<file path="src/rtl/perceptron_trainer.sv">
// Trainable perceptron with registered weights and bias.
// A single multiplier accumulates one input per cycle, then the optional
// perceptron learning rule (rate 1) updates all weights in parallel with saturation.
//
// state | meaning
// IDLE  | waiting for a sample or a weight load
// MAC   | accumulating w[k]*x[k], one k per cycle
// ACT   | threshold the sum and register the result
// UPD   | apply the learning rule after a misprediction
// OUT   | result held until the consumer takes it
module perceptron_trainer #(
  parameter int N_IN = 2,
  parameter int IN_W = 4,
  parameter int W_W  = 8,
  localparam int ACC_W = W_W + IN_W + $clog2(N_IN + 1),
  localparam int A_W   = $clog2(N_IN + 1)
) (
  input  logic                    clk,
  input  logic                    rst,
  input  logic                    in_valid,
  output logic                    in_ready,
  input  logic [N_IN*IN_W-1:0]    in_x,
  input  logic                    in_train,
  input  logic                    in_label,
  input  logic                    ld_en,
  input  logic [A_W-1:0]          ld_addr,
  input  logic [W_W-1:0]          ld_data,
  output logic                    out_valid,
  input  logic                    out_ready,
  output logic                    out_y,
  output logic signed [ACC_W-1:0] out_sum,
  output logic                    out_upd,
  output logic [15:0]             err_cnt
);

  typedef enum logic [2:0] {IDLE, MAC, ACT, UPD, OUT} state_t;

  state_t state, state_nx;

  logic signed [W_W-1:0]      w [N_IN];
  logic signed [W_W-1:0]      b;
  logic signed [IN_W-1:0]     x [N_IN];
  logic                       train_r;
  logic                       label_r;
  logic [A_W-1:0]             k;
  logic signed [ACC_W-1:0]    acc;
  logic signed [W_W-1:0]      w_sel;
  logic signed [IN_W-1:0]     x_sel;
  logic signed [W_W+IN_W-1:0] prod;
  logic                       accept;
  logic                       y;
  logic                       err;
  logic                       last_k;

  // Clamp a one-bit-wider result back into the weight range.
  function automatic logic signed [W_W-1:0] sat(input logic signed [W_W:0] v);
    if (v[W_W] != v[W_W-1])
      sat = v[W_W] ? {1'b1, {(W_W-1){1'b0}}} : {1'b0, {(W_W-1){1'b1}}};
    else
      sat = v[W_W-1:0];
  endfunction

  // A load strobe in IDLE takes priority over accepting a sample.
  assign in_ready  = (state == IDLE) && !ld_en;
  assign accept    = in_valid && in_ready;
  assign out_valid = (state == OUT);
  assign y         = ~acc[ACC_W-1];
  assign err       = train_r && (y != label_r);
  assign last_k    = (k == A_W'(N_IN - 1));

  // Select the weight/input pair for the current MAC step.
  always_comb begin
    w_sel = '0;
    x_sel = '0;
    for (int i = 0; i < N_IN; i++) begin
      if (k == A_W'(i)) begin
        w_sel = w[i];
        x_sel = x[i];
      end
    end
  end

  assign prod = $signed({{IN_W{w_sel[W_W-1]}}, w_sel}) * $signed({{W_W{x_sel[IN_W-1]}}, x_sel});

  // State register.
  always_ff @(posedge clk) begin
    if (rst) state <= IDLE;
    else     state <= state_nx;
  end

  // Next-state logic.
  always_comb begin
    state_nx = state;
    case (state)
      IDLE:    if (accept) state_nx = MAC;
      MAC:     if (last_k) state_nx = ACT;
      ACT:     state_nx = err ? UPD : OUT;
      UPD:     state_nx = OUT;
      OUT:     if (out_ready) state_nx = IDLE;
      default: state_nx = IDLE;
    endcase
  end

  // Datapath: loads, sample capture, accumulation, result and weight updates.
  always_ff @(posedge clk) begin
    if (rst) begin
      for (int i = 0; i < N_IN; i++) begin
        w[i] <= '0;
        x[i] <= '0;
      end
      b       <= '0;
      acc     <= '0;
      k       <= '0;
      train_r <= 1'b0;
      label_r <= 1'b0;
      out_y   <= 1'b0;
      out_sum <= '0;
      out_upd <= 1'b0;
      err_cnt <= '0;
    end else begin
      case (state)
        IDLE: begin
          if (ld_en) begin
            for (int i = 0; i < N_IN; i++)
              if (ld_addr == A_W'(i)) w[i] <= ld_data;
            if (ld_addr == A_W'(N_IN)) b <= ld_data;
          end else if (accept) begin
            for (int i = 0; i < N_IN; i++)
              x[i] <= in_x[i*IN_W +: IN_W];
            train_r <= in_train;
            label_r <= in_label;
            acc     <= {{(ACC_W-W_W){b[W_W-1]}}, b};
            k       <= '0;
          end
        end
        MAC: begin
          acc <= acc + {{(ACC_W-W_W-IN_W){prod[W_W+IN_W-1]}}, prod};
          k   <= k + A_W'(1);
        end
        ACT: begin
          out_y   <= y;
          out_sum <= acc;
        end
        UPD: begin
          for (int i = 0; i < N_IN; i++) begin
            if (label_r)
              w[i] <= sat({w[i][W_W-1], w[i]} + {{(W_W+1-IN_W){x[i][IN_W-1]}}, x[i]});
            else
              w[i] <= sat({w[i][W_W-1], w[i]} - {{(W_W+1-IN_W){x[i][IN_W-1]}}, x[i]});
          end
          if (label_r) b <= sat({b[W_W-1], b} + {{W_W{1'b0}}, 1'b1});
          else         b <= sat({b[W_W-1], b} - {{W_W{1'b0}}, 1'b1});
          if (err_cnt != 16'hFFFF) err_cnt <= err_cnt + 16'd1;
          out_upd <= 1'b1;
        end
        OUT: begin
          if (out_ready) out_upd <= 1'b0;
        end
        default: ;
      endcase
    end
  end

endmodule
</file>
<file path="config.mk">
export PLATFORM = sky130hd
export DESIGN_NAME = perceptron_trainer
export DESIGN_NICKNAME = d
export VERILOG_FILES = /design/src/rtl/perceptron_trainer.sv
export SDC_FILE = /design/constraint.sdc
export NUM_CORES = 1
export LEC_CHECK = 0
export ABC_AREA = 1
export CAP_MARGIN = 10
export CORE_MARGIN = 2
export CORE_UTILIZATION = 55
export DETAILED_ROUTE_END_ITERATION = 7
export GPL_ROUTABILITY_DRIVEN = 0
export PLACE_DENSITY = 0.78
export SYNTH_ARGS = -nofsm -noshare
export SYNTH_HDL_FRONTEND = slang
export SYNTH_SLANG_ARGS = --single-unit
</file>
<file path="constraint.sdc">
create_clock -name clk -period 5.05 [get_ports clk]
set_clock_uncertainty 0.15 [all_clocks]
set_input_delay 1.515 -clock clk [delete_from_list [all_inputs] [get_ports clk]]
set_output_delay 1.515 -clock clk [all_outputs]
set_load 0.03 [all_outputs]
</file>
==> reports/results.txt, run 1 <==
Status = finished with violations
Failing checks = setup timing
# fillers = 1092
Max Fclk = 180.2 MHz
CTS Buffer Depth = 2
CP max FO = 6
Largest area contributor in the netlist = dfxtp_1
Iter 0 DRT Violations = 729
Avg Cell Area, Syn = 7.044 sq um
Grt total ovfl = 0
Cell Area, Synth = 7784 sq um
Synth async-reset ratio = 0
Crit path arrival time = 5660 ps
Fin util = 0.6995
Fin. max-slew vios = 0
WL per Instance = 16.56 um
Most used cell, CP = inv_1
Worst EP required = 5160 ps
Final WL = 23060 um
Yosys Warn Count = 0
Share of post-route cells with drive strength above 1 = 0.1797
MaxCap Viol Count = 0
Syn_nets = 1227
RSZ-0062 raised after global routing = true
Htree depth = 3
Max transition margin = 0.2966
Die footprint = 15120 sq um
EDFF count, synth = 24
Lkg Pwr = 4.550 nW
Final Instance Area = 9672 sq um
Pre-antenna DRT Iters = 5
Initial antenna violation count = 0
Hold buffers post-CTS = 0
Core area = 13830 sq um
Maximum VDD drop = 198.2 uV
CP max stage delay = 530 ps
Final setup fails = 6
Clock buffers created by TritonCTS = 9
Power Density = 368.5 nW/um^2
Worst-path clk slew = 70 ps
Setup crit end kind = register
Worst setup path category = reg -> reg
Worst-Margin Slew = 1051 ps
Final WS setup = -498.4 ps
Register bit total from synthesis = 85
Root Driver = clkbuf_16
Largest net degree at the start of global routing = 45
Total Power = 3.564 mW
Hold Fails Final Rpt = 0
IO buf count = 58
CTS Sinks = 85
Area Overhead vs Synth = 24.26%
Worst-skew pair later-pin latency = 360 ps
Gate Count Post-Synth = 1105
DPL Wire Length = 15940 um
Initial Utilization = 0.5629
Most used DFF post-synth = dfxtp_1
First-pass GRT wire length = 34430 um
Seq/Total Area, Yosys = 0.2495
Tmin final = 5548 ps
Hold Crit Class = reg -> reg
Vias per cell = 5.730
Drt drc = 0
Placement Cell Area = 8830 sq um
Nets = 1330
CP Launch Type = register
Highest-delay cell along the critical path = fa_1
TritonCTS clock tree = yes
Final ANT Viol Nets = 0
Die W = 123.0 um
Number of core rows = 43
GRT Total Usage = 0.2891
Ranking of synthesized cells by area = dfxtp_1 16%, ha_1 12%, nand2_1 11%
Final period utilization = 1.099
Die H = 123.0 um
Boundary Pins = 59
ANT cells = 0
Number of global-route vias before repair = 7307
Vias = 7982
Top cell type's share of synthesized area = 0.1569
Netlist cell types = 52
-- repair_timing --
action / CTS / global route
gates resized for setup: 23 / 74
pin swaps: 18 / 49
endpoints found under the setup margin: 7 / 8
buffers inserted: 7 / 6
-- through the flow --
step | setup slack (ps) | hold WS [ps] | instances | TNS (ps)
2_1_floorplan | 9.628 | 289.0 | 1105 | 0
3_3_place_gp | -43.68 | 307.9 | 1364 | -43.68
3_5_place_dp | -178.4 | 310.1 | 1364 | -472.9
4_1_cts | -80.19 | 319.8 | 1387 | -80.19
5_1_grt | -573.6 | 365.2 | 1393 | -3159
6_report | -498.4 | 317.9 | 1393 | -2212
-- registers in the layout, summed over array words and instances, names as in the netlist --
name     flops
train_r      1
out_y        1
state        3
x            8
out_upd      1
err_cnt     16
label_r      1
out_sum     14
k            2
acc         14
w           16
b            8
-- report_power, final --
group | switching, mW | internal, mW
Combinational | 1.19 | 0.887
Clock | 0.313 | 0.344
Sequential | 0.0699 | 0.761
-- layout make-up --
cell class,count,area (sq um),share of cell area
clock buffer,10,229.0,0.02367
clock inverter,6,55.05,0.005692
inverter,157,605.6,0.06261
multi-input combinational,838,5572,0.5761
sequential,85,1947,0.2013
tap,180,225.2,0.02329
timing repair buffer,117,1039,0.1074
-- per-layer routing --
layer	wire length, um	vias up	track usage
met4	1010	0	0.1243
met3	1569	96	0.05028
li1	-	3888	-
met1	9716	3638	0.3725
met2	10770	360	0.4769
met5	0	-	0
-- logic make-up after synthesis --
family | after synthesis | synth area share
AO/OA/AOI/OAI | 234 | 0.1773
XOR/XNOR | 29 | 0.03360
adder cells (fa/ha/maj) | 97 | 0.1771
buffers and inverters | 182 | 0.09130
flip-flops | 85 | 0.2495
AND/OR/NAND/NOR | 478 | 0.2712
-- cells in the final DEF (no fill, tap or decap), types with 4 or more instances in the layout --
| cell | n |
|---|---|
| nand2_1 | 208 |
| inv_1 | 131 |
| nor2_1 | 101 |
| a21oi_1 | 76 |
| nand3_1 | 75 |
| o21ai_0 | 74 |
| ha_1 | 59 |
| dfxtp_1 | 59 |
| clkdlybuf4s50_1 | 58 |
| buf_4 | 55 |
| nand2_2 | 24 |
| edfxtp_1 | 24 |
| inv_2 | 21 |
| a21oi_2 | 21 |
| fa_1 | 21 |
| xor2_1 | 19 |
| nor3_1 | 16 |
| ha_4 | 14 |
| o21ai_1 | 10 |
| nor2_2 | 9 |
| nand4_1 | 9 |
| clkbuf_16 | 9 |
| nand3_2 | 8 |
| xnor2_1 | 7 |
| nor2_4 | 7 |
| a31oi_1 | 7 |
| o211ai_1 | 6 |
| a21o_1 | 5 |
| o21bai_1 | 5 |
| a22oi_1 | 4 |
| nand2_4 | 4 |
| o21a_1 | 4 |
| nor3b_1 | 4 |
| buf_6 | 4 |
-- Yosys cell counts (3+ instances only) --
| cell | count |
|---|---|
| ha_1 | 75 |
| o21ai_0 | 75 |
| a21oi_2 | 11 |
| dfxtp_1 | 61 |
| buf_4 | 4 |
| nand4_1 | 9 |
| nor2_1 | 110 |
| inv_2 | 17 |
| xnor2_1 | 9 |
| nor2_2 | 3 |
| edfxtp_1 | 24 |
| o211ai_1 | 6 |
| nand3_1 | 78 |
| a21o_1 | 5 |
| a31oi_1 | 7 |
| nor3b_1 | 4 |
| nand2_2 | 14 |
| clkbuf_1 | 10 |
| a22oi_1 | 6 |
| nand3b_1 | 3 |
| xor2_1 | 19 |
| o21bai_1 | 5 |
| nand2_1 | 221 |
| o21ai_1 | 9 |
| o21a_1 | 4 |
| inv_1 | 139 |
| o22ai_1 | 4 |
| buf_2 | 10 |
| nor3_1 | 18 |
| or2_2 | 4 |
| fa_1 | 22 |
| nor2_4 | 4 |
| nand3_2 | 5 |
| a21oi_1 | 87 |
-- critical path: cells and delay by family (launching register included) --
family | cells | cell delay, ps
and+or+nand+nor | 9 | 960
adders and majority gates | 7 | 2220
xor gates and xnor gates | 1 | 210
AOI/OAI and AO/OA | 4 | 630
DFF | 1 | 340
buffers and inverters | 10 | 920
-- final timing paths --
kind | startpoint | endpoint | slack (ps) | cells past startpoint
setup / recovery | k[1] | acc[13] | -500 | 31
setup reg to reg | k[1] | acc[13] | -500 | 31
hold reg to reg | out_sum[13] | out_sum[13] | 320 | 2
hold / removal | out_sum[13] | out_sum[13] | 320 | 2
Note: power is estimated with default switching activity, not from simulation.
==> inputs of run 2 (changes only) <==
--- a/config.mk
+++ b/config.mk
@@ -12,6 +12,7 @@
 export DETAILED_ROUTE_END_ITERATION = 7
 export GPL_ROUTABILITY_DRIVEN = 0
 export PLACE_DENSITY = 0.78
+export SLEW_MARGIN = 20
 export SYNTH_ARGS = -nofsm -noshare
 export SYNTH_HDL_FRONTEND = slang
 export SYNTH_SLANG_ARGS = --single-unit
==> results of run 2 <==
Final layout, timing and power as in run 1 (identical DEF).
